--- config.mk ---
export PLATFORM = sky130hd
export DESIGN_NAME = cpu_phase_sequencer
export DESIGN_NICKNAME = d
export VERILOG_FILES = /design/src/rtl/cpu_phase_sequencer.sv
export SDC_FILE = /design/constraint.sdc
export NUM_CORES = 1
export LEC_CHECK = 0
export CAP_MARGIN = 30
export CORE_MARGIN = 5
export CORE_UTILIZATION = 40
export CTS_CLUSTER_DIAMETER = 80
export DETAILED_ROUTE_END_ITERATION = 10
export PLACE_DENSITY = 0.68
export SYNTH_ARGS = -nofsm -noshare
export SYNTH_HDL_FRONTEND = slang
export SYNTH_SLANG_ARGS = --single-unit
export TNS_END_PERCENT = 30
--- constraint.sdc ---
create_clock -name clock -period 2.2 [get_ports clock]
set_clock_uncertainty 0.2 [all_clocks]
set_input_delay 0.44 -clock clock [delete_from_list [all_inputs] [get_ports clock]]
set_output_delay 0.44 -clock clock [all_outputs]
set_load 0.03 [all_outputs]
--- src/rtl/cpu_phase_sequencer.sv ---
// Multi-cycle phase sequencer for the 4-bit-opcode CPU: steps FETCH/DECODE/EXEC/MEM/WB and
// decides when IR load, PC update, memory requests and register writes take effect.
module cpu_phase_sequencer #(
  parameter int unsigned MEM_TIMEOUT = 16,
  parameter int unsigned CNT_W       = 16,
  parameter logic [3:0]  HALT_OP     = 4'b1111
) (
  input  logic             clock,
  input  logic             reset,
  input  logic             run,
  input  logic [3:0]       opcode,
  input  logic             func1,
  input  logic             branchTaken,
  input  logic             imemReady,
  input  logic             dmemReady,
  output logic             imemReq,
  output logic             irLoad,
  output logic             dmemReq,
  output logic             dmemWe,
  output logic             regWriteEn,
  output logic             pcWrite,
  output logic [1:0]       pcSrc,
  output logic [2:0]       phase,
  output logic             busy,
  output logic             halted,
  output logic             fault,
  output logic [CNT_W-1:0] retired
);

  localparam int unsigned TW = (MEM_TIMEOUT > 1) ? $clog2(MEM_TIMEOUT) : 1;

  typedef enum logic [2:0] {
    PhIdle   = 3'd0,
    PhFetch  = 3'd1,
    PhDecode = 3'd2,
    PhExec   = 3'd3,
    PhMem    = 3'd4,
    PhWb     = 3'd5,
    PhHalt   = 3'd6
  } phase_t;

  phase_t        state;
  logic [TW-1:0] waitCnt;

  logic isMemOp, isStore, isBranch, isJump, isNop;
  logic waiting, timeoutHit, retire;

  always_comb begin
    isMemOp  = (opcode == 4'b0001) || ((opcode == 4'b0010) && func1);
    isStore  = ((opcode == 4'b0001) || (opcode == 4'b0010)) && func1;
    isBranch = (opcode >= 4'b1001) && (opcode <= 4'b1011);
    isJump   = (opcode == 4'b1100) || (opcode == 4'b1101);
    isNop    = (opcode == 4'b0000);
  end

  // waitCnt holds the number of earlier waiting cycles, so the limit trips on the
  // MEM_TIMEOUT-th consecutive cycle without ready.
  always_comb begin
    waiting    = ((state == PhFetch) && !imemReady) || ((state == PhMem) && !dmemReady);
    timeoutHit = (MEM_TIMEOUT != 0) && waiting && (waitCnt == TW'(MEM_TIMEOUT - 1));
  end

  always_comb begin
    imemReq    = 1'b0;
    irLoad     = 1'b0;
    dmemReq    = 1'b0;
    dmemWe     = 1'b0;
    regWriteEn = 1'b0;
    pcWrite    = 1'b0;
    pcSrc      = 2'b00;
    retire     = 1'b0;
    case (state)
      PhFetch: begin
        imemReq = 1'b1;
        irLoad  = imemReady;
      end
      PhExec: begin
        if (isBranch) begin
          pcWrite = 1'b1;
          pcSrc   = branchTaken ? 2'b01 : 2'b00;
          retire  = 1'b1;
        end else if (isJump) begin
          pcWrite = 1'b1;
          pcSrc   = 2'b10;
          retire  = 1'b1;
        end else if (isNop) begin
          pcWrite = 1'b1;
          retire  = 1'b1;
        end
      end
      PhMem: begin
        dmemReq = 1'b1;
        dmemWe  = isStore;
        if (dmemReady && isStore) begin
          pcWrite = 1'b1;
          retire  = 1'b1;
        end
      end
      PhWb: begin
        regWriteEn = 1'b1;
        pcWrite    = 1'b1;
        retire     = 1'b1;
      end
      default: ;
    endcase
  end

  always_ff @(posedge clock) begin
    if (reset) begin
      state   <= PhIdle;
      waitCnt <= '0;
      fault   <= 1'b0;
      retired <= '0;
    end else begin
      case (state)
        PhIdle: begin
          if (run) begin
            state   <= PhFetch;
            waitCnt <= '0;
          end
        end
        PhFetch: begin
          if (imemReady) begin
            state <= PhDecode;
          end else if (timeoutHit) begin
            fault <= 1'b1;
            state <= PhHalt;
          end else begin
            waitCnt <= waitCnt + 1'b1;
          end
        end
        PhDecode: state <= (opcode == HALT_OP) ? PhHalt : PhExec;
        PhExec: begin
          if (isMemOp) begin
            state   <= PhMem;
            waitCnt <= '0;
          end else if (!(isBranch || isJump || isNop)) begin
            state <= PhWb;
          end
        end
        PhMem: begin
          if (dmemReady) begin
            if (!isStore) state <= PhWb;
          end else if (timeoutHit) begin
            fault <= 1'b1;
            state <= PhHalt;
          end else begin
            waitCnt <= waitCnt + 1'b1;
          end
        end
        PhHalt: ;
        default: state <= PhIdle;
      endcase
      // Retirement overrides the per-phase next state.
      if (retire) begin
        retired <= retired + 1'b1;
        state   <= run ? PhFetch : PhIdle;
        waitCnt <= '0;
      end
    end
  end

  assign phase  = state;
  assign busy   = (state != PhIdle) && (state != PhHalt);
  assign halted = (state == PhHalt);

endmodule

After elaboration in Yosys (flattened, before gate mapping)

Index checks and enable logic that the tools add are counted.

Flip-flop bits (word level): 24
Logic and storage cells: 89

Reductions and logical operators: 25
Eq/ne operators: 21
Multiplexer cells: 35
Order comparisons: 2
Add/sub/neg operators: 2

Operators by type and width:

| cell                                                      | count |
|---|---|
| two-way mux 3 bit                                         | 9 |
| two-way mux 4 bit                                         | 5 |
| case mux 3 bit (6 select lines)                           | 1 |
| adder 16 x 1 -> 16 bit (second input constant)            | 1 |
| equality test 4 bit (second input constant)               | 4 |
| case mux 4 bit (4 select lines)                           | 1 |
| two-way mux 1 bit                                         | 14 |
| inequality test 2 bit (second input constant)             | 5 |
| equality test 3 bit (second input constant)               | 3 |
| logical AND 1 bit                                         | 8 |
| inequality test 4 bit (second input constant)             | 2 |
| equality test 3 x 2 -> 1 bit (second input constant)      | 2 |
| logical OR 1 bit                                          | 6 |
| two-way mux 2 bit                                         | 3 |
| inequality test 3 bit (second input constant)             | 2 |
| AND reduction 5 bit                                       | 1 |
| adder 4 x 1 -> 4 bit (second input constant)              | 1 |
| equality test 4 x 1 -> 1 bit (second input constant)      | 1 |
| equality test 4 x 2 -> 1 bit (second input constant)      | 1 |
| greater-or-equal comparator 4 bit (second input constant) | 1 |
| <= comparator 4 bit (second input constant)               | 1 |
| zero test 4 bit                                           | 1 |
| AND reduction 4 bit                                       | 1 |
| nonzero test 4 bit                                        | 1 |
| 9 further kinds                                           | 10 |

Depth between registers and ports, before layout

Depth after elaboration: 8
Mapped depth: 7
Mapped depth without buffers: 6

Worst setup path after synthesis

OpenSTA, ideal clock, no wires.

Path type: reg-to-output
From: register state[0], in the netlist phase[0]
To: output irLoad
Data arrival time: 1630 ps
Cell stages (with the launch flop): 5
Slack: -70 ps
Cell sequence: dfxtp_1 > or2b_1 > nor2_1 > nand2_1 > inv_1

Longest elaborated chain between the ends: 2

Ends and longest elaborated chain:

| element                      | RTL line | RTL |
|---|---|---|
| from (decl)                  | 42       | `phase_t state;` |
| from (signal assigned)       | 110      | `state <= PhIdle;` |
| from (signal assigned)       | 118      | `state <= PhFetch;` |
| from (signal assigned)       | 124      | `state <= PhDecode;` |
| equality test 3 x 1 -> 1 bit | 72       | `case (state)` |
| two-way mux 1 bit            | 72       |  |
| to (decl)                    | 17       | `output logic irLoad,` |

No other way between the ends.

Worst setup path in the final report

From: register retired[5]
To: output retired[5]

RTL lines:

| element                | RTL line | RTL |
|---|---|---|
| from (decl)            | 27       | `output logic [CNT_W-1:0] retired` |
| from (signal assigned) | 156      | `retired <= retired + 1'b1;` |

No word-level cell between the ends.

==> flow_summary_export.csv <==
group,metric,value,unit
yosys,yosys.area_share.simple,34.5,%
drt,drtIter0Drc,70,
drt,dr.pass1.iters,4,
clock_network,cts_max_level,1,
setup_path,critPathMaxStageDelay,740,ps
place,dpl.hpwl,3110,um
timing,post-route-min-period,2130,ps
yosys,netlist_top_cells_count,"27 x nor2_1, 24 x dfxtp_1, 18 x a21oi_1",
yosys,synthAdderAreaFrac,1.54,%
floorplanning,start_util,41.0,%
clock_network,tritoncts,"done",
yosys,synth_most_common_cell,"nor2_1",
timing,hold_violations,0,
clock_network,clk_pin_slew_worst_paths,90,ps
yosys,synthTopCellsByArea,"dfxtp_1 30%, mux2_2 9.0%, nor2_1 6.2%, nor2b_1 6.2%, a21oi_1 5.5%",
setup_path,cp_top_family,"buffers and inverters",
yosys,synth-async-reset-ratio,0,%
clock_network,clk_path_buf_depth,2,
layout,final_nets,289,
timing,fmax,470,MHz
floorplanning,die_x,73.8,um
grt,grt_overflow_total,0,
pwr,ir_worst_vdd,0.423,mV
place,io_buffers,40,
setup_path,cp_cell_sequence,"clkdlybuf4s50_1",
yosys,synthCells,205,
pwr,p_leak,1.01,nW
clock_network,holdBufCountCts,0,
setup_path,critPathLaunchType,"register",
floorplanning,die_area,5440,um^2
yosys,synth_mux_area_share,11.5,%
yosys,synth_compound_area_share,17.1,%
place,place_congestion,0.776,
grt,grt_use_total,15.9,%
worst_hold_path,hold_depth,2,
grt,grt_pass1_vias,1588,
run,cap_violations,0,
grt,grt_pass1_wl,7070,um
floorplanning,die_h,73.8,um
yosys,synth_seq_area_share,29.5,%
yosys,synth_top_cell_area_share,29.5,%
floorplanning,std_cell_rows,23,
setup_path,cp_slowest_cell,"clkdlybuf4s50_1",
timing,finalSetupViolations,0,
drt,routed_wl,4160,um
outcome,status,"completed",
yosys,synth_edf_count,0,
yosys,postSynthAreaPerCell,7.93,um^2
setup_path,end_kind,"output pin",
floorplanning,io_pins,41,
layout,drive_gt1_share,30.2,%
floorplanning,coreArea,3970,um^2
drt,vias,1679,
place,dp_worst_setup_slack,-437,ps
yosys,ys.flop_type,"dfxtp_1",
yosys,synth_nets,218,
yosys,synth-seq-cells,24,
timing,rsz0062_at_grt,"no",
layout,area_growth,50.2,%
clock_network,cts.sinks,24,
yosys,synth_cell_type_count,44,
pwr,power.density,690,nW/um^2
timing,slew_headroom,64.7,%
grt,antenna_found_initial,0,
timing,fin_tns_setup,0,ps
timing,setup_ws,73.7,ps
yosys,yosysTopAreaCell,"dfxtp_1",
yosys,synth_top_family_by_area,"simple AND/OR/NAND/NOR gates",
layout,seq_area,487,um^2
yosys,syn_area,1630,um^2
setup_path,crit_type,"reg2out",
clock_network,clkLatencyLatePin,270,ps
setup_path,critical_path_cell_count,1,
setup_path,cp.required,1560,ps
setup_path,crit_arrival,1490,ps
grt,grt_max_degree,39,
drt,postRouteAntennaNets,0,
drt,drcViolationCount,0,
timing,period_share,96.6,%
timing,tightest_slew,530,ps
yosys,yosysWarnings,0,
clock_network,numCtsBuffers,3,
drt,vias_per_cell,5.17,
worst_hold_path,hold_class,"reg2reg",
timing,drv_slew,0,
layout,nFillCells,364,
setup_path,cp_max_fo,8,
drt,wire_per_inst,12.8,um
layout,antennaDiodeCount,0,
clock_network,cts-root-buf,"clkbuf_8",
setup_path,reg2reg_depth,7,
setup_path,crit_buf_inv,1,
layout,multi_input_area,1110,um^2
yosys,synth_xor_area_share,1.08,%
## registers in the layout, summed over array words and instances (netlist names)
name	count
waitCnt	4
fault	1
retired	16
phase	3
## per-layer routing
metal / vias to the layer above / wire length (um) / track usage, %
li1: 870 / - / -
met1: 775 / 1900 / 20.6
met2: 32 / 2030 / 27.9
met3: 2 / 207 / 3.15
met4: 0 / 13 / 2.01
met5: - / 0 / 0
## through the flow
step	hold WS (ps)	instance area [um^2]	utilization, %	std cells	total power [mW]
after floorplan	310	1630	-	205	0.994
after detailed placement	241	2280	57.4	314	1.29
after global placement	237	2280	57.4	314	1.29
after CTS	256	2410	60.6	321	1.69
after global routing	303	2440	61.5	325	1.80
final	251	2440	61.5	325	1.69
## cell usage in the layout (no fill, tap or decap), drive strengths merged, types with 6 or more instances in the layout
cell type and instances:
dlygate4sd2 6, a21oi 18, o21ai 8, nor2 27
nor3 10, inv 7, mux2 14, dfxtp 24
clkdlybuf4s50 22, nand2 14, nand3 14, nor2b 16
buf 45
## area by class of cell
cell class	instances	share of cell area (%)
inverters	7	1.08
well taps	50	2.56
flip-flops and latches	24	19.9
repair buffers	76	27.9
clock buffers	3	1.69
clock inverters	1	1.23
multi-input cells	164	45.6
## worst min-delay path, delay by kind of cell, from the launching register on
family	cells	cell delay [ps]
AOI/OAI and AO/OA	1	50
buffers and inverters	1	50
DFF	1	320
## worst paths after layout
kind	from	end	slack, ps
max	retired[5]$_SDFFE_PP0P_	retired[5]	70
min	fault$_SDFFE_PP0P_	fault$_SDFFE_PP0P_	250
max reg2reg	phase[2]$_SDFFE_PP0P_	waitCnt[2]$_SDFFE_PP0P_	140
min reg2reg	fault$_SDFFE_PP0P_	fault$_SDFFE_PP0P_	250
## cell families (layout without fill, tap and decap cells)
kind of cell,Yosys count,after routing
compound gates,40,40
xor+xnor,2,2
fa+ha+maj,2,2
buf+inv,17,87
flops,24,24
mux,17,17
simple gates,103,103
## report_power, final
| group | internal [mW] | leakage [nW] | switching [mW] | total (mW) |
|---|---|---|---|---|
| clock | 0.243 | 0.0357 | 0.144 | 0.387 |
| combinational | 0.376 | 0.782 | 0.407 | 0.783 |
| sequential | 0.468 | 0.195 | 0.0480 | 0.516 |
| total | 1.09 | 1.01 | 0.599 | 1.69 |
## timing repair
item / in CTS / in global routing
setup endpoints to repair: 24 / 16
buffers inserted: 3 / 4
endpoints found under the hold margin: 0 / 0
gates resized for setup: 29 / 9
pin swaps: 7 / 5
Note: power is estimated with default switching activity, not from simulation.
